===== config.mk =====
export PLATFORM = sky130hd
export DESIGN_NAME = uart_tx_sched
export DESIGN_NICKNAME = d
export VERILOG_FILES = /design/src/rtl/uart_pkg.sv /design/src/rtl/uart_tx_rr_arb.sv /design/src/rtl/uart_tx_sched.sv
export SDC_FILE = /design/constraint.sdc
export NUM_CORES = 1
export LEC_CHECK = 0
export BUFFER_PORTS_ARGS = -buffer_cell sky130_fd_sc_hd__buf_2
export CAP_MARGIN = 30
export CORE_MARGIN = 5
export CORE_UTILIZATION = 42
export CTS_CLUSTER_SIZE = 28
export DETAILED_ROUTE_END_ITERATION = 10
export GPL_TIMING_DRIVEN = 0
export MAX_ROUTING_LAYER = met4
export PLACE_DENSITY = 0.77
export REMOVE_ABC_BUFFERS = 1
export SLEW_MARGIN = 20
export SYNTH_ARGS = -nofsm -noshare
export SYNTH_HDL_FRONTEND = slang
export SYNTH_SLANG_ARGS = --single-unit

===== constraint.sdc =====
create_clock -name iClk -period 4.3 [get_ports iClk]
set_input_delay 0.645 -clock iClk [delete_from_list [all_inputs] [get_ports iClk]]
set_output_delay 0.645 -clock iClk [all_outputs]
set_load 0.01 [all_outputs]

===== src/rtl/uart_pkg.sv =====
// rtl/uart_pkg.sv - UART TX state encoding, default width, even-parity helper (ST_PAR only with UART_TX_PARITY_EN)
package uart_pkg;

   localparam int UART_DATA_BITS = 8;

   localparam logic [2:0] ST_IDLE  = 3'd0;
   localparam logic [2:0] ST_WAIT  = 3'd1;
   localparam logic [2:0] ST_START = 3'd2;
   localparam logic [2:0] ST_DATA  = 3'd3;
   localparam logic [2:0] ST_STOP  = 3'd5;
`ifdef UART_TX_PARITY_EN
   localparam logic [2:0] ST_PAR   = 3'd4;
`endif

   function automatic logic evenParity(input logic [31:0] data);
      return ^data;
   endfunction

endpackage


===== src/rtl/uart_tx_rr_arb.sv =====
// rtl/uart_tx_rr_arb.sv - two-way round-robin arbiter, pointer resets to B so A wins first contention
module uart_tx_rr_arb (
   input  logic       iClk,
   input  logic       iRst,
   input  logic       iReq_a,
   input  logic       iReq_b,
   input  logic       iEn,
   output logic [1:0] oGrant
);

   logic lastB;

   always_comb begin
      oGrant = 2'b00;
      if (iEn) begin
         if (iReq_a && (!iReq_b || lastB))
            oGrant = 2'b01;
         else if (iReq_b)
            oGrant = 2'b10;
      end
   end

   always_ff @(posedge iClk or negedge iRst) begin
      if (!iRst)
         lastB <= 1'b1;
      else if (oGrant[0])
         lastB <= 1'b0;
      else if (oGrant[1])
         lastB <= 1'b1;
   end

endmodule


===== src/rtl/uart_tx_sched.sv =====
// rtl/uart_tx_sched.sv - UART TX frame sequencer shared by two requesters; UART_TX_PARITY_EN adds even parity bit
module uart_tx_sched
   import uart_pkg::*;
#(
   parameter int DATA_BITS = UART_DATA_BITS
) (
   input  logic                 iClk,
   input  logic                 iRst,
   input  logic                 iBaud_tick,
   input  logic                 iReq_a,
   input  logic [DATA_BITS-1:0] iData_a,
   input  logic                 iReq_b,
   input  logic [DATA_BITS-1:0] iData_b,
   output logic                 oAck_a,
   output logic                 oAck_b,
   output logic                 oTx,
   output logic                 oBusy
);

   localparam int CNT_W = (DATA_BITS > 1) ? $clog2(DATA_BITS) : 1;
   localparam logic [CNT_W-1:0] LAST_BIT = CNT_W'(DATA_BITS - 1);

   logic [2:0]           state;
   logic [DATA_BITS-1:0] dataReg;
   logic [DATA_BITS-1:0] winData;
   logic [CNT_W-1:0]     bitCnt;
   logic [CNT_W-1:0]     nextCnt;
   logic [1:0]           grant;
   logic                 arbEn;

   // Arbitration only happens when a new frame may start: idle, or the stop-bit tick
   assign arbEn   = (state == ST_IDLE) || ((state == ST_STOP) && iBaud_tick);
   assign winData = grant[0] ? iData_a : iData_b;
   assign nextCnt = bitCnt + 1'b1;

   uart_tx_rr_arb uArb (
      .iClk   (iClk),
      .iRst   (iRst),
      .iReq_a (iReq_a),
      .iReq_b (iReq_b),
      .iEn    (arbEn),
      .oGrant (grant)
   );

   always_ff @(posedge iClk or negedge iRst) begin
      if (!iRst) begin
         state   <= ST_IDLE;
         dataReg <= '0;
         bitCnt  <= '0;
         oTx     <= 1'b1;
         oBusy   <= 1'b0;
         oAck_a  <= 1'b0;
         oAck_b  <= 1'b0;
      end else begin
         oAck_a <= grant[0];
         oAck_b <= grant[1];
         if (|grant)
            dataReg <= winData;
         case (state)
            ST_IDLE: begin
               if (|grant) begin
                  oBusy <= 1'b1;
                  state <= ST_WAIT;
               end
            end
            ST_WAIT: begin
               if (iBaud_tick) begin
                  oTx   <= 1'b0;
                  state <= ST_START;
               end
            end
            ST_START: begin
               if (iBaud_tick) begin
                  oTx    <= dataReg[0];
                  bitCnt <= '0;
                  state  <= ST_DATA;
               end
            end
            ST_DATA: begin
               if (iBaud_tick) begin
                  if (bitCnt == LAST_BIT) begin
`ifdef UART_TX_PARITY_EN
                     oTx   <= evenParity(32'(dataReg));
                     state <= ST_PAR;
`else
                     oTx   <= 1'b1;
                     state <= ST_STOP;
`endif
                  end else begin
                     bitCnt <= nextCnt;
                     oTx    <= dataReg[nextCnt];
                  end
               end
            end
`ifdef UART_TX_PARITY_EN
            ST_PAR: begin
               if (iBaud_tick) begin
                  oTx   <= 1'b1;
                  state <= ST_STOP;
               end
            end
`endif
            ST_STOP: begin
               // A waiting byte starts immediately so back-to-back frames have no idle gap
               if (iBaud_tick) begin
                  if (|grant) begin
                     oTx   <= 1'b0;
                     state <= ST_START;
                  end else begin
                     oBusy <= 1'b0;
                     state <= ST_IDLE;
                  end
               end
            end
            default: begin
               oTx   <= 1'b1;
               oBusy <= 1'b0;
               state <= ST_IDLE;
            end
         endcase
      end
   end

endmodule


==> results.cfg, run 1 <==
[status]
outcome = finished, final reports clean

[sta]
fmax_mhz = 518
worst_pin_slew_ns = 0.735
post-route-period-util = 0.449
hold_violations = 0
fin_skew_ns = 0.00107
final_max_slew_viol_count = 0
slew_headroom = 0.510
tns_ns = 0
setup_viol = 0
period_minus_slack_ns = 1.93
setup_ws_ns = 2.37
rsz0062_at_grt = no

[setup_path]
slowest_delay_ns = 0.55
end_kind = register
r2r_start = bitCnt[0]$_DFFE_PN0P_
r2r_cells = 5
cp_num_buf_inv = 0
worstPathArrival_ns = 2.15
cp_cell_sequence = ha_1, mux4_1, mux2_2, o211ai_2, nand3b_1
crit_family = multiplexers
cp_max_fo = 5
crit_required_ns = 4.52
critPathKind = register to register
cp_slowest_cell = mux4_1
worst_setup_path_start_kind = register
r2r-end = oTx$_DFFE_PN1P_
r2r_slack_ns = 2.37
cp.depth = 5

[placed_design]
io_buffers = 24
pre_cts_slack_ns = 2.32
place_hpwl_um = 1560
place_congestion = 0.788

[clock_tree]
ctsResizeCount = 0
ctsHoldBuffers = 0
cts.clk_slew.worst_paths_ns = 0.10
clockBufferDepth = 2
insertion_delay_ns = 0.28
cts_setup_buffers = 0
h-tree-depth = 1
clock-sinks = 19
cts_tree = built
cts_made_buffers = 3
clk_root_buffer_cell = clkbuf_4

[global_routing]
grt_usage = 0.133
grt_max_degree = 20
antenna_found_initial = 0
grt_overflow = 0
grt_first_pass_wirelength_um = 3550
grt_pass1_vias = 851

[route]
wl_met1_um = 897
avgViaCountPerCell = 5.61
vias = 892
first_iter_violations = 14
drc_errors = 0
drt-total-wl_um = 2080
ant_nets = 0
avgRoutedWirePerCell_um = 13.1
wl_met3_um = 81
top_layer_used = met4
dr.pass1.iters = 4
dr_wl_met2_um = 1080

[die]
start_util = 0.431
fp.dieW_um = 60.0
dieArea_um2 = 3600
io_pins = 25
fp-row-count = 18
die_h_um = 60.0
coreArea_um2 = 2430

[finish]
areaGrowthSynthToFinish_pct = 14.8
diodes = 0
final_layout_size_suffix_gt1_frac = 0.264
nNetsFinal = 153

[pwr]
switching_power_w = 0.000209
power.leakage_nw = 0.613
internal_power_w = 0.000409
pwr-share-seq = 0.475
p_clk_frac = 0.141
power_density_nw_per_um2 = 513
p_sw_frac = 0.337
vdd_drop_max_uv = 253
pwr-share-comb = 0.384

[synthesis]
synth-seq-area-share = 0.456
synth_area_leader_cell = dfrtp_1
synthTopCellsByArea = dfrtp_1, a22oi_1, dfstp_2
ys_types = 34
synth_top_area_frac = 0.406
synth_seq_cells = 19
ys.warnings.count = 0
syn-cell-area_um2 = 1050
syn_area_per_cell_um2 = 9.80
synth_cells = 107

[run]
cap_violations = 0

[worst_hold_path]
hp-class = input pin to async pin
==> worst register-to-register path, delay by kind of cell (launching register included) <==
family	cells	cell delay, ns
flip-flops	1	0.45
AO/OA/AOI/OAI	1	0.14
multiplexers	2	0.83
AND/OR/NAND/NOR	1	0.09
adder cells (fa/ha/maj)	1	0.36
==> worst max-delay path by stage <==
| stage | start | slack [ns] | endpoint |
|---|---|---|---|
| after floorplan | bitCnt[0]$_DFFE_PN0P_ | 2.47 | oTx$_DFFE_PN1P_ |
| after global placement | bitCnt[0]$_DFFE_PN0P_ | 2.37 | oTx$_DFFE_PN1P_ |
| after detailed placement | iBaud_tick | 2.32 | dataReg[5]$_DFFE_PN0P_ |
| after CTS | bitCnt[0]$_DFFE_PN0P_ | 2.35 | oTx$_DFFE_PN1P_ |
| after global routing | bitCnt[0]$_DFFE_PN0P_ | 2.29 | oTx$_DFFE_PN1P_ |
| final | bitCnt[0]$_DFFE_PN0P_ | 2.37 | oTx$_DFFE_PN1P_ |
==> registers in the layout, summed over array words and instances, names as in the netlist <==
signal      flops
dataReg         8
oBusy           1
bitCnt          3
oAck_b          1
oAck_a          1
state           3
oTx             1
uArb.lastB      1
==> Yosys cell counts <==
library cell  number
dfrtp_1           17
nor2_1            12
nand2_1           11
a21oi_1            9
a22oi_1            9
o21ai_0            6
inv_1              4
a22o_1             3
clkbuf_1           3
buf_2              2
dfstp_2            2
ha_1               2
mux4_1             2
nand2b_1           2
nand3b_1           2
nor2b_1            2
o211ai_2           2
a21boi_0           1
a21o_1             1
a221oi_1           1
a31oi_1            1
a32oi_1            1
and3_1             1
and3b_1            1
buf_4              1
mux2_2             1
nand3_1            1
nor3_1             1
nor3b_1            1
o2111ai_2          1
o211a_1            1
o22ai_1            1
o31a_1             1
or2_2              1
==> metrics by stage <==
| stage | cells | hold WS [ns] | total power, W | utilization | instance area (µm²) |
|---|---|---|---|---|---|
| 6_report | 159 | 0.276 | 0.000618 | 0.495 | 1200 |
| 5_1_grt | 159 | 0.304 | 0.000669 | 0.495 | 1200 |
| 4_1_cts | 159 | 0.283 | 0.000627 | 0.495 | 1200 |
| 3_5_place_dp | 155 | 0.456 | 0.000537 | 0.484 | 1180 |
| 3_3_place_gp | 155 | 0.452 | 0.000526 | 0.484 | 1180 |
| 2_1_floorplan | 101 | 0.349 | 0.000475 | - | 1020 |
==> area by class of cell <==
| cell class | count | area [µm²] |
|---|---|---|
| Fill cell | 243 | 1230 |
| Multi-Input combinational cell | 78 | 527 |
| Sequential cell | 19 | 478 |
| Timing Repair Buffer | 24 | 120 |
| Tap cell | 30 | 37.5 |
| Clock buffer | 4 | 26.3 |
| Inverter | 4 | 15.0 |
==> power groups by stage <==
stage	combinational, W	clock, W	sequential, W
CTS	0.000241	0.0000915	0.000294
finish	0.000238	0.0000870	0.000293
global placement	0.000234	0	0.000293
floorplan	0.000191	0	0.000284
global route	0.000268	0.0000980	0.000303
detailed placement	0.000240	0	0.000297
==> cells by family (layout without fill, tap and decap cells) <==
logic type | after synthesis | count (layout) | share of synthesized area
flops | 19 | 19 | 0.456
compound gates | 38 | 38 | 0.260
fa+ha+maj | 2 | 2 | 0.0239
buf+inv | 10 | 32 | 0.0418
mux | 3 | 3 | 0.0609
simple gates | 35 | 35 | 0.158
==> routing by layer <==
metal / vias to the layer above / global-route usage
met5: - / -
met4: 0 / 0.0570
met1: 432 / 0.159
met3: 2 / 0.0151
li1: 444 / -
met2: 14 / 0.224
==> cells in the final DEF (no fill, tap or decap), drive strengths merged, types with 2 or more instances in the layout <==
| cell type | netlist | final |
|---|---|---|
| buf | 3 | 24 |
| dfrtp | 17 | 17 |
| nor2 | 12 | 12 |
| nand2 | 11 | 11 |
| a22oi | 9 | 9 |
| a21oi | 9 | 9 |
| o21ai | 6 | 6 |
| inv | 4 | 4 |
| clkbuf | 3 | 4 |
| a22o | 3 | 3 |
| o211ai | 2 | 2 |
| nand2b | 2 | 2 |
| nand3b | 2 | 2 |
| nor2b | 2 | 2 |
| mux4 | 2 | 2 |
| ha | 2 | 2 |
| dfstp | 2 | 2 |
Note: power is estimated with default switching activity, not from simulation.
==> run 2: changes to the inputs <==
==> constraint.sdc (replaced) <==
create_clock -name iClk -period 1.8 [get_ports iClk]
set_input_delay 0.27 -clock iClk [delete_from_list [all_inputs] [get_ports iClk]]
set_output_delay 0.27 -clock iClk [all_outputs]
set_load 0.01 [all_outputs]
==> run 2 against run 1 <==
Effect of this change: clock skew rose by 0.0044 ns; non-clock buffer count rose by 4; global-route usage rose by 0.87 points; final area rose by 5.4%; register-to-register slack got worse by 2.4 ns; cell count rose by 2.5%; critical path depth did not move; highest routed layer unchanged; sequential power rose by 140%; critical path type unchanged; worst setup slack got worse by 2.4 ns; die area did not move; largest cell class unchanged.
==> results.cfg, run 2 (synthesized netlist as in run 1, its figures left out) <==
[setup_path]
cp_slowest_cell = mux4_2
critPathKind = register to register
worst_setup_path_start_kind = register
crit_required_ns = 2.03
end_kind = register
worstPathArrival_ns = 2.02
cp_cell_sequence = ha_4, mux4_2, mux2_4, o211ai_2, nand3b_1
slowest_delay_ns = 0.48
cp_max_fo = 3

[die]
dieArea_um2 = 3600
die_h_um = 60.0
start_util = 0.431
fp-row-count = 18
fp.dieW_um = 60.0
coreArea_um2 = 2430
io_pins = 25

[finish]
largest_reg_flops = 8
final_area_um2 = 1270
final_common_cell = buf_2
mostFrequentLayoutCells = buf_2, dfrtp_1, nor2_1
top_register = dataReg
nNetsFinal = 157
final_layout_size_suffix_gt1_frac = 0.308
fin_cells = 163
largest_registers = dataReg x8, bitCnt x3, state x3
areaGrowthSynthToFinish_pct = 21.0
diodes = 0
fillers = 234

[route]
first_iter_violations = 20
avgViaCountPerCell = 5.56
drc_errors = 0
avgRoutedWirePerCell_um = 13.5
dr.pass1.iters = 4
ant_nets = 0
drt-total-wl_um = 2210
vias = 906

[run]
cap_violations = 0

[sta]
fin_skew_ns = 0.00550
setup_ws_ns = 0.0138
post-route-period-util = 0.992
slew_headroom = 0.675
fmax_mhz = 560
setup_viol = 0
rsz0062_at_grt = yes
tns_ns = 0
whs_ns = 0.222
hold_violations = 0
worst_pin_slew_ns = 0.488
final_max_slew_viol_count = 0
period_minus_slack_ns = 1.79

[global_routing]
use_met3 = 0.0151
grt_pass1_vias = 872
grt_first_pass_wirelength_um = 3790
busiest_layer = met2
antenna_found_initial = 0
gr-usage-met1 = 0.176
grt_usage = 0.141
grt_overflow = 0
use_met2 = 0.233
grt_max_degree = 20

[placed_design]
place_congestion = 0.788
dpl_cell_area_um2 = 1180
dpl.cell_count = 155
pre_cts_slack_ns = -0.122
place_hpwl_um = 1560
io_buffers = 24

[clock_tree]
insertion_delay_ns = 0.29
clock-sinks = 19
clockBufferDepth = 2
cts.clk_slew.worst_paths_ns = 0.11
h-tree-depth = 1
clk_root_buffer_cell = clkbuf_4
cts_made_buffers = 3
cts_tree = built

[status]
outcome = finished, final reports clean

[worst_hold_path]
hp-class = input pin to register

[pwr]
vdd_drop_max_uv = 639
power.leakage_nw = 0.621
power_density_nw_per_um2 = 1310
[run 2: what timing repair did]
action	4_1_cts	5_1_grt
resized for setup	5	1
hold buffers	1	0
endpoints found under the hold margin	17	0
endpoints found under the setup margin	1	10
setup buffers	1	2
pin swaps	1	1
[run 2: stage by stage]
stage	power, W	utilization
floorplan	0.00114	-
global placement	0.00126	0.484
detailed placement	0.00128	0.484
CTS	0.00161	0.511
global route	0.00181	0.522
finish	0.00167	0.522
[run 2: worst max-delay path: cells and delay by family, from the launching register on]
kind | cells | cell delay (ns)
multiplexers | 2 | 0.76
flip-flops | 1 | 0.43
adder cells (fa/ha/maj) | 1 | 0.31
AO/OA/AOI/OAI | 1 | 0.13
AND/OR/NAND/NOR | 1 | 0.09
[run 2: metal layers]
| metal | vias up | part of all wire | routed length (µm) |
|---|---|---|---|
| li1 | 447 | - | - |
| met1 | 443 | 0.43 | 940 |
| met2 | 14 | 0.53 | 1170 |
| met3 | 2 | 0.035 | 77 |
| met4 | 0 | 0.0086 | 19 |
| met5 | - | 0 | 0 |
[run 2: report_power, final]
group	total, W	internal, W	switching (W)
clock	0.000214	0.0000861	0.000128
sequential	0.000710	0.000572	0.000138
combinational	0.000742	0.000442	0.000300
[run 2: worst paths after layout]
kind | slack, ns | start | end | cells past startpoint
min in group asynchronous | 0.43 | iRst | bitCnt[2]$_DFFE_PN0P_ | 2
max reg2reg | 0.01 | bitCnt[1]$_DFFE_PN0P_ | oTx$_DFFE_PN1P_ | 5
min | 0.22 | iData_a[1] | dataReg[1]$_DFFE_PN0P_ | 3
min reg2reg | 0.47 | uArb.lastB$_DFFE_PN1P_ | uArb.lastB$_DFFE_PN1P_ | 2
max in group asynchronous | 1.04 | iRst | uArb.lastB$_DFFE_PN1P_ | 2
max | 0.01 | bitCnt[1]$_DFFE_PN0P_ | oTx$_DFFE_PN1P_ | 5
[run 2: layout make-up]
type	count	area (µm²)	share of cell area
well taps	30	37.5	0.0296
inverters	4	15.0	0.0118
multi-input cells	78	559	0.441
clock buffers	4	26.3	0.0207
repair buffers	28	153	0.120
flip-flops and latches	19	478	0.377
==> run 3: changes to the inputs <==
--- a/config.mk
+++ b/config.mk
@@ -9,6 +9,7 @@
 export CAP_MARGIN = 30
 export CORE_MARGIN = 5
 export CORE_UTILIZATION = 42
+export CTS_BUF_LIST = sky130_fd_sc_hd__clkbuf_8
 export CTS_CLUSTER_SIZE = 28
 export DETAILED_ROUTE_END_ITERATION = 10
 export GPL_TIMING_DRIVEN = 0
==> run 3 against run 2 <==
Effect of this change: final area up 1.6%; global-route usage up 0.23 points; combinational power about the same; via count up 1.3%; worst hold slack better by 0.042 ns; cell count unchanged; die area unchanged; maximum frequency up 0.41%; clock power up 35%; largest cell class unchanged; non-clock buffer count unchanged; critical endpoint unchanged; count of clock-buffer cells in the layout down 1.
==> results.cfg, run 3 (synthesized netlist as in run 1, its figures left out) <==
[setup_path]
end_kind = register
crit_start = bitCnt[0]$_DFFE_PN0P_
cp_max_fo = 3
crit_required_ns = 1.98
critPathKind = register to register
worst_setup_path_start_kind = register
r2r_start = bitCnt[0]$_DFFE_PN0P_
worstPathArrival_ns = 1.96

[sta]
slew_headroom = 0.673
fin_skew_ns = 0.00323
hold_violations = 0
setup_viol = 0
period_minus_slack_ns = 1.78
whs_ns = 0.264
post-route-period-util = 0.988
fmax_mhz = 562
worst_pin_slew_ns = 0.490
rsz0062_at_grt = yes
final_max_slew_viol_count = 0
setup_ws_ns = 0.0212

[pwr]
total_power_w = 0.00174
p_sw_frac = 0.329
p_clk_frac = 0.166
vdd_drop_max_uv = 690
power.leakage_nw = 0.632
power_density_nw_per_um2 = 1350
pwr-share-seq = 0.410
internal_power_w = 0.00117
pwr-share-comb = 0.425
switching_power_w = 0.000574

[worst_hold_path]
hold_start = iData_a[1]
hp-class = input pin to register

[global_routing]
gr-usage-met1 = 0.182
busiest_layer = met2
use_met3 = 0.0216
antenna_found_initial = 0
grt_usage = 0.144
grt_pass1_vias = 875
grt_overflow = 0
use_met2 = 0.230
grt_first_pass_wirelength_um = 3810
grt_max_degree = 20

[die]
dieArea_um2 = 3600
fp-row-count = 18
fp.dieW_um = 60.0
start_util = 0.431
coreArea_um2 = 2430
io_pins = 25
die_h_um = 60.0

[finish]
final_layout_size_suffix_gt1_frac = 0.316
fin_cells = 163
fillers = 233
multiInputGateArea_um2 = 559
diodes = 0
final_common_cell = buf_2
layout.area.seq_um2 = 479
mostFrequentLayoutCells = buf_2, dfrtp_1, nor2_1
areaGrowthSynthToFinish_pct = 22.9
largest_registers = dataReg x8, bitCnt x3, state x3
largest_reg_flops = 8
top_register = dataReg
nNetsFinal = 157

[clock_tree]
h-tree-depth = 1
clk_root_buffer_cell = clkbuf_8
cts_made_buffers = 3
clockBufferDepth = 2
cts_tree = built
clock-sinks = 19
insertion_delay_ns = 0.25
cts.clk_slew.worst_paths_ns = 0.07

[placed_design]
place_congestion = 0.788
pre_cts_slack_ns = -0.122
place_hpwl_um = 1560
dpl.cell_count = 155
io_buffers = 24

[status]
outcome = finished, final reports clean

[run]
cap_violations = 0

[route]
avgRoutedWirePerCell_um = 13.6
ant_nets = 0
dr.pass1.iters = 4
avgViaCountPerCell = 5.63
first_iter_violations = 23
vias = 918
drt-total-wl_um = 2210
drc_errors = 0
==> run 3: cell types whose count changed in the layout (fill, tap and decap cells not counted), sizes merged <==
cell / change
inv: +1
clkbuf: -1
==> run 3: critical path, cell delays in order (launching register included) <==
cell and delay [ns]:
dfrtp_2 0.43, ha_4 0.29, mux4_2 0.48, mux2_4 0.28, o211ai_2 0.13, nand3b_1 0.09
==> run 3: routing by layer <==
layer	vias up	share of wire	wire, µm
li1	446	-	-
met1	444	0.41	917
met2	24	0.52	1150
met3	4	0.048	107
met4	0	0.018	39
met5	-	0	0
==> run 3: area by class of cell <==
class / instances / share of cell area
multi-input combinational: 78 / 0.434
sequential: 19 / 0.372
timing repair buffer: 28 / 0.118
clock buffer: 3 / 0.0320
tap: 30 / 0.0291
inverter: 4 / 0.0117
clock inverter: 1 / 0.00291
==> run 3: through the flow <==
step	cell area [µm²]	util	TNS (ns)
after floorplan	1020	-	-0.0259
after global placement	1180	0.484	-0.127
after detailed placement	1180	0.484	-0.122
after CTS	1260	0.519	-0.000641
after global routing	1290	0.530	-0.0744
final	1290	0.530	0
==> run 3: final timing paths <==
kind	to	depth (start not counted)	slack (ns)
max	oTx$_DFFE_PN1P_	5	0.02
min	dataReg[1]$_DFFE_PN0P_	3	0.26
max reg2reg	oTx$_DFFE_PN1P_	5	0.02
min reg2reg	uArb.lastB$_DFFE_PN1P_	2	0.47
max in group asynchronous	uArb.lastB$_DFFE_PN1P_	2	0.99
min in group asynchronous	state[2]$_DFFE_PN0P_	2	0.48
==> run 3: repair_timing <==
action | CTS | global route
endpoints found under the hold margin | 17 | 0
hold buffers | 1 | 0
resized for setup | 6 | 1
pin swaps | 1 | 1
endpoints found under the setup margin | 1 | 10
setup buffers | 1 | 2
==> run 3: power groups by stage <==
stage                     clock network (W)  registers (W)  logic [W]
final                              0.000289       0.000714   0.000740
after floorplan                           0       0.000679   0.000456
after detailed placement                  0       0.000709   0.000574
after CTS                          0.000292       0.000713   0.000687
after global placement                    0       0.000699   0.000558
after global routing               0.000311       0.000737   0.000833
